### src/rtl/rf_wb_arbiter_pkg.sv
// Shared widths and types for the register-file write-back arbiter.
package rf_wb_arbiter_pkg;

  localparam int unsigned XLEN   = 32;
  localparam int unsigned REG_AW = 5;
  localparam int unsigned DATA_W = XLEN;

  typedef struct packed {
    logic [REG_AW-1:0] rd;
    logic [DATA_W-1:0] data;
  } wb_entry_t;

  typedef enum logic [1:0] {
    SRC_NONE = 2'd0,
    SRC_ALU  = 2'd1,
    SRC_FIFO = 2'd2
  } wb_src_t;

endpackage

### src/rtl/wb_fifo.sv
// Small synchronous FIFO with combinational head output; DEPTH must be a power of two.
module wb_fifo #(
  parameter int unsigned DEPTH = 2,
  parameter int unsigned WIDTH = 37
) (
  input  logic             clk,
  input  logic             rst,
  input  logic             push,
  input  logic             pop,
  input  logic [WIDTH-1:0] din,
  output logic [WIDTH-1:0] dout,
  output logic             full,
  output logic             empty
);

  localparam int unsigned AW = (DEPTH > 1) ? $clog2(DEPTH) : 1;
  localparam int unsigned CW = AW + 1;
  localparam logic [AW-1:0] PTR_ONE = AW'(1);
  localparam logic [CW-1:0] CNT_ONE = CW'(1);

  logic [WIDTH-1:0] mem [DEPTH];
  logic [AW-1:0]    rptr;
  logic [AW-1:0]    wptr;
  logic [CW-1:0]    count;
  logic             do_push;
  logic             do_pop;

  assign full    = (count == CW'(DEPTH));
  assign empty   = (count == '0);
  assign do_push = push && !full;
  assign do_pop  = pop && !empty;
  assign dout    = mem[rptr];

  always_ff @(posedge clk) begin
    if (do_push) mem[wptr] <= din;
  end

  // Pointers wrap naturally because DEPTH is a power of two.
  always_ff @(posedge clk or posedge rst) begin
    if (rst) begin
      rptr  <= '0;
      wptr  <= '0;
      count <= '0;
    end else begin
      if (do_push) wptr <= wptr + PTR_ONE;
      if (do_pop)  rptr <= rptr + PTR_ONE;
      case ({do_push, do_pop})
        2'b10:   count <= count + CNT_ONE;
        2'b01:   count <= count - CNT_ONE;
        default: count <= count;
      endcase
    end
  end

endmodule

### src/rtl/rf_wb_arbiter.sv
// Merges the in-order WB stage and buffered MDU results onto the single RF write port,
// with ALU priority, a starvation guard and a pending-write scoreboard for ID.
module rf_wb_arbiter
  import rf_wb_arbiter_pkg::*;
#(
  parameter int unsigned FIFO_DEPTH = 2,
  parameter int unsigned STARVE_MAX = 4
) (
  input  logic              clk,
  input  logic              rst,
  input  logic              alu_valid,
  output logic              alu_ready,
  input  logic [REG_AW-1:0] alu_rd,
  input  logic [DATA_W-1:0] alu_data,
  input  logic              mdu_valid,
  output logic              mdu_ready,
  input  logic [REG_AW-1:0] mdu_rd,
  input  logic [DATA_W-1:0] mdu_data,
  input  logic              mdu_issue,
  input  logic [REG_AW-1:0] mdu_issue_rd,
  output logic [XLEN-1:0]   busy,
  output logic              RFWr,
  output logic [REG_AW-1:0] WrDtAdr,
  output logic [DATA_W-1:0] WrDt,
  output logic              stall_req
);

  localparam int unsigned SW = $clog2(STARVE_MAX + 1);
  localparam logic [SW-1:0] STARVE_LIM = SW'(STARVE_MAX);
  localparam logic [SW-1:0] STARVE_ONE = SW'(1);

  wb_entry_t                 push_entry;
  wb_entry_t                 head;
  logic [$bits(wb_entry_t)-1:0] head_bits;
  logic                      fifo_full;
  logic                      fifo_empty;
  logic                      fifo_push;
  logic                      fifo_pop;
  wb_src_t                   src;
  logic [REG_AW-1:0]         win_rd;
  logic [DATA_W-1:0]         win_data;
  logic [SW-1:0]             starve;
  logic [XLEN-1:0]           busy_next;

  assign push_entry = '{rd: mdu_rd, data: mdu_data};
  assign head       = wb_entry_t'(head_bits);
  assign mdu_ready  = !fifo_full;
  assign fifo_push  = mdu_valid && !fifo_full;
  assign fifo_pop   = (src == SRC_FIFO);

  // Derived only from registered state so alu_valid never feeds stall_req.
  assign stall_req  = (starve == STARVE_LIM) && !fifo_empty;
  assign alu_ready  = alu_valid && !stall_req;

  wb_fifo #(
    .DEPTH (FIFO_DEPTH),
    .WIDTH ($bits(wb_entry_t))
  ) u_mdu_fifo (
    .clk   (clk),
    .rst   (rst),
    .push  (fifo_push),
    .pop   (fifo_pop),
    .din   (push_entry),
    .dout  (head_bits),
    .full  (fifo_full),
    .empty (fifo_empty)
  );

  always_comb begin
    src = SRC_NONE;
    if (stall_req)        src = SRC_FIFO;
    else if (alu_valid)   src = SRC_ALU;
    else if (!fifo_empty) src = SRC_FIFO;
  end

  always_comb begin
    win_rd   = alu_rd;
    win_data = alu_data;
    if (src == SRC_FIFO) begin
      win_rd   = head.rd;
      win_data = head.data;
    end
  end

  // Clear for the committing MDU result first, then set for a new issue so set wins.
  always_comb begin
    busy_next = busy;
    if (src == SRC_FIFO) busy_next[head.rd] = 1'b0;
    if (mdu_issue && (mdu_issue_rd != '0)) busy_next[mdu_issue_rd] = 1'b1;
    busy_next[0] = 1'b0;
  end

  always_ff @(posedge clk or posedge rst) begin
    if (rst) begin
      RFWr    <= 1'b0;
      WrDtAdr <= '0;
      WrDt    <= '0;
      starve  <= '0;
      busy    <= '0;
    end else begin
      RFWr <= (src != SRC_NONE) && (win_rd != '0);
      if ((src != SRC_NONE) && (win_rd != '0)) begin
        WrDtAdr <= win_rd;
        WrDt    <= win_data;
      end
      if ((src == SRC_ALU) && !fifo_empty) begin
        if (starve != STARVE_LIM) starve <= starve + STARVE_ONE;
      end else begin
        starve <= '0;
      end
      busy <= busy_next;
    end
  end

endmodule

### config.mk
export PLATFORM = sky130hd
export DESIGN_NAME = rf_wb_arbiter
export DESIGN_NICKNAME = d
export VERILOG_FILES = /design/src/rtl/rf_wb_arbiter_pkg.sv /design/src/rtl/wb_fifo.sv /design/src/rtl/rf_wb_arbiter.sv
export SDC_FILE = /design/constraint.sdc
export NUM_CORES = 1
export LEC_CHECK = 0
export ABC_CLOCK_PERIOD_IN_PS = 2900
export CORE_AREA = 2 2 131 133
export CTS_CLUSTER_SIZE = 14
export DETAILED_ROUTE_END_ITERATION = 16
export DIE_AREA = 0 0 133 135
export GPL_ROUTABILITY_DRIVEN = 0
export GPL_TIMING_DRIVEN = 0
export PLACE_DENSITY = 0.69
export SLEW_MARGIN = 10
export SYNTH_ARGS = -nofsm -noshare
export SYNTH_HDL_FRONTEND = slang
export SYNTH_HIERARCHICAL = 1
export SYNTH_SLANG_ARGS = --single-unit
### constraint.sdc
create_clock -name clk -period 2.9 [get_ports clk]
set_input_delay 0.725 -clock clk [delete_from_list [all_inputs] [get_ports clk]]
set_output_delay 0.725 -clock clk [all_outputs]
set_load 0.01 [all_outputs]
==> flow_summary.yaml, run 1 <==
timing:
  fin_tns_setup_ps: 0
  fmaxAchievable_ghz: 0.361
  setup_slack_ps: 131
  grt_setup_unrepaired: "false"
  setup_violations: 0
  maxSlewViolCount: 0
  holdWs_ps: 470
  fin_skew_ps: 8.85
  hold_viol_final: 0
  finalCritPeriodShare_pct: 95.5
  period_minus_slack_ps: 2770
hold_path:
  min_path_cells: 1
  hold_path.class: "register to register"
worst_setup_path:
  cp-end-kind: "primary output"
  criticalPathCategory: "primary input to primary output"
  worstPathArrival_ps: 2040
  path_cells: "clkdlybuf4s50_1, o21a_1, clkdlybuf4s50_1"
  max_stage_delay_ps: 560
  critPathSlowestCell: "clkdlybuf4s50_1"
  cp_max_fo: 5
  required_ps: 2170
  r2r_cells: 9
  crit_top_cell: "clkdlybuf4s50_1"
  cp_top_family: "buffers and inverters"
  path_depth: 3
  path_buf_inv: 2
  startpoint_type: "primary input"
yosys:
  yosys_warnings: 6
  async_reset_ff_share_pct: 50.7
  ys_seq_elements: 150
  syn-mean-instance-area_sq_um: 15.5
  synthFlopType: "dfrtp_1"
  synth_edf_count: 74
  synth_cell_type_count: 44
  syn_area_sq_mm: 0.00654
  yosysSeqAreaShare_pct: 63.0
  synthCells: 422
  synth_fp_nets: 509
die:
  num_rows: 47
  die_x_um: 133
  pin_count: 157
  initial_core_util_pct: 39.9
  dieArea_sq_mm: 0.0180
  coreArea_sq_mm: 0.0164
  die_y_um: 135
final_layout:
  area_delta_synth_final_pct: 37.8
  fillers: 1302
  layout.nets: 686
  fin_cells: 832
  fin_area_sq_mm: 0.00901
  diodes: 0
  drive_gt1_share_pct: 27.5
route:
  wirelength_mm: 14.9
  ant_nets: 0
  vias: 4201
  viasPerCell: 5.05
  top_layer: "met4"
  met3WireLength_mm: 1.41
  drc: 0
  wl_per_cell_um: 18.0
  wl_met2_mm: 7.00
  wl_met1_mm: 6.27
  dr.pass1.iters: 5
  drtIter0Drc: 335
placement:
  io_buffers: 155
  place_inst: 800
  hpwl_mm: 10.5
  dpl-instance-area_sq_mm: 0.00844
  dp_slack_ps: -174
clock_tree:
  h-tree-depth: 4
  cts_tree: "built"
  cts_sinks: 150
  clkLatencyLatePin_ps: 410
  clk_path_buf_depth: 2
  path_clk_slew_ps: 60
  postCtsSetupBuffers: 0
  clockRootBuffer: "clkbuf_16"
  numCtsBuffers: 17
global_route:
  grt_first_pass_wirelength_mm: 23.2
  grt_start_max_net_pins: 42
  grt_overflow: 0
  grt_usage_pct: 16.9
  antenna_found_initial: 0
  grt_pass1_vias: 4388
job:
  drv_cap: 0
power_and_ir_drop:
  ir_worst_vdd_mv: 0.563
  cellPowerDensity_mw_per_mm2: 1040
  leakage_nw: 3.53
outcome:
  status: "finished clean"
-- Yosys cell counts, drive strengths merged, types with 2 or more instances --
master / n / area (sq um)
nor4: 3 / 18.8
inv: 10 / 37.5
nor2b: 2 / 15.0
nand2: 6 / 25.0
dfrtp: 76 / 1900
or3: 2 / 17.5
or3b: 5 / 43.8
edfxtp: 74 / 2220
nand2b: 2 / 12.5
mux2: 105 / 1370
clkbuf: 2 / 7.51
a21o: 2 / 15.0
nor2: 10 / 37.5
o211ai: 2 / 15.0
a22o: 2 / 18.8
xnor2: 3 / 26.3
ha: 3 / 37.5
buf: 15 / 160
o21ai: 67 / 335
xor2: 2 / 17.5
nor3: 2 / 10.0
and3: 3 / 18.8
nand4: 3 / 18.8
nand3: 4 / 32.5
nand3b: 8 / 60.1
-- final cells by class --
class                           count  area, sq um  share of cell area [%]
Timing Repair Buffer              158         1610                    17.9
Clock buffer                       20          437                    4.84
Buffer                             17          171                    1.90
Inverter                           10         40.0                   0.444
Multi-Input combinational cell    245         2220                    24.7
Tap cell                          220          275                    3.05
Clock inverter                     12          130                    1.44
Sequential cell                   150         4120                    45.8
-- through the flow --
stage	power [mW]	utilization, %
detailed placement	7.29	51.4
finish	9.34	54.9
global route	9.81	54.9
floorplan	5.56	-
global placement	7.14	51.0
CTS	9.44	54.9
-- flip-flops by register name, summed over array words and instances, names as in the netlist --
| name | cells |
|---|---|
| RFWr | 1 |
| WrDt | 32 |
| WrDtAdr | 5 |
| busy | 31 |
| starve | 3 |
| u_mdu_fifo/count | 2 |
| u_mdu_fifo/mem | 74 |
| u_mdu_fifo/rptr | 1 |
| u_mdu_fifo/wptr | 1 |
-- report_power, final --
part | total [mW] | leakage [nW] | internal, mW | switching, mW
sequential | 3.43 | 1.59 | 3.05 | 0.374
combinational | 3.81 | 1.68 | 2.19 | 1.62
clock | 2.10 | 0.264 | 1.26 | 0.837
-- final timing paths --
kind | from | to | slack [ps]
max reg2reg | u_mdu_fifo/rptr | WrDt[16] | 270
max | alu_valid | alu_ready | 130
max in group asynchronous | rst | WrDt[7] | 1560
min reg2reg | starve[0] | starve[0] | 470
min | starve[0] | starve[0] | 470
min in group asynchronous | rst | u_mdu_fifo/wptr | 610
-- cell families (layout without fill, tap and decap cells) --
logic type               after synthesis  in the layout  share of synthesized area [%]
AND/OR/NAND/NOR                       51             51                           4.86
adder cells (fa/ha/maj)                3              3                          0.574
other                                  1              1                         0.0573
buffers and inverters                 27            217                           3.14
AO/OA/AOI/OAI                         80             80                           6.79
XOR/XNOR                               5              5                          0.669
flip-flops                           150            150                           63.0
multiplexers                         105            105                           20.9
-- placed cells by master, fill, tap and decap left out, types with 4 or more instances in the layout --
cell type	n
or3b_2	5
clkbuf_1	4
clkbuf_16	17
clkdlybuf4s50_1	155
buf_12	6
nand3b_1	8
clkinvlp_4	4
inv_1	8
o21ai_0	67
mux2_4	49
nand2_1	5
nor2_1	8
buf_2	5
edfxtp_1	74
dfrtp_1	76
buf_6	6
mux2_2	56
-- routing by layer --
| metal | up-vias | track usage [%] |
|---|---|---|
| met5 | - | 0 |
| met4 | 0 | 5.97 |
| met3 | 24 | 6.76 |
| met2 | 205 | 27.3 |
| met1 | 2036 | 20.7 |
| li1 | 1936 | - |
-- timing repair --
| action | 4_1_cts | 5_1_grt |
|---|---|---|
| gates cloned | 0 | 0 |
| gates resized for setup | 1 | 3 |
| hold buffers | 0 | 0 |
| setup endpoints to repair | 1 | 1 |
No activity file was read; power rests on OpenSTA's default activity.
==> run 2, diff against run 1 <==
--- a/config.mk
+++ b/config.mk
@@ -13,6 +13,7 @@
 export GPL_ROUTABILITY_DRIVEN = 0
 export GPL_TIMING_DRIVEN = 0
 export PLACE_DENSITY = 0.69
+export SKIP_LAST_GASP = 1
 export SLEW_MARGIN = 10
 export SYNTH_ARGS = -nofsm -noshare
 export SYNTH_HDL_FRONTEND = slang
==> results of run 2 <==
Same layout as run 1: the final DEF is identical, and so are final timing and power.
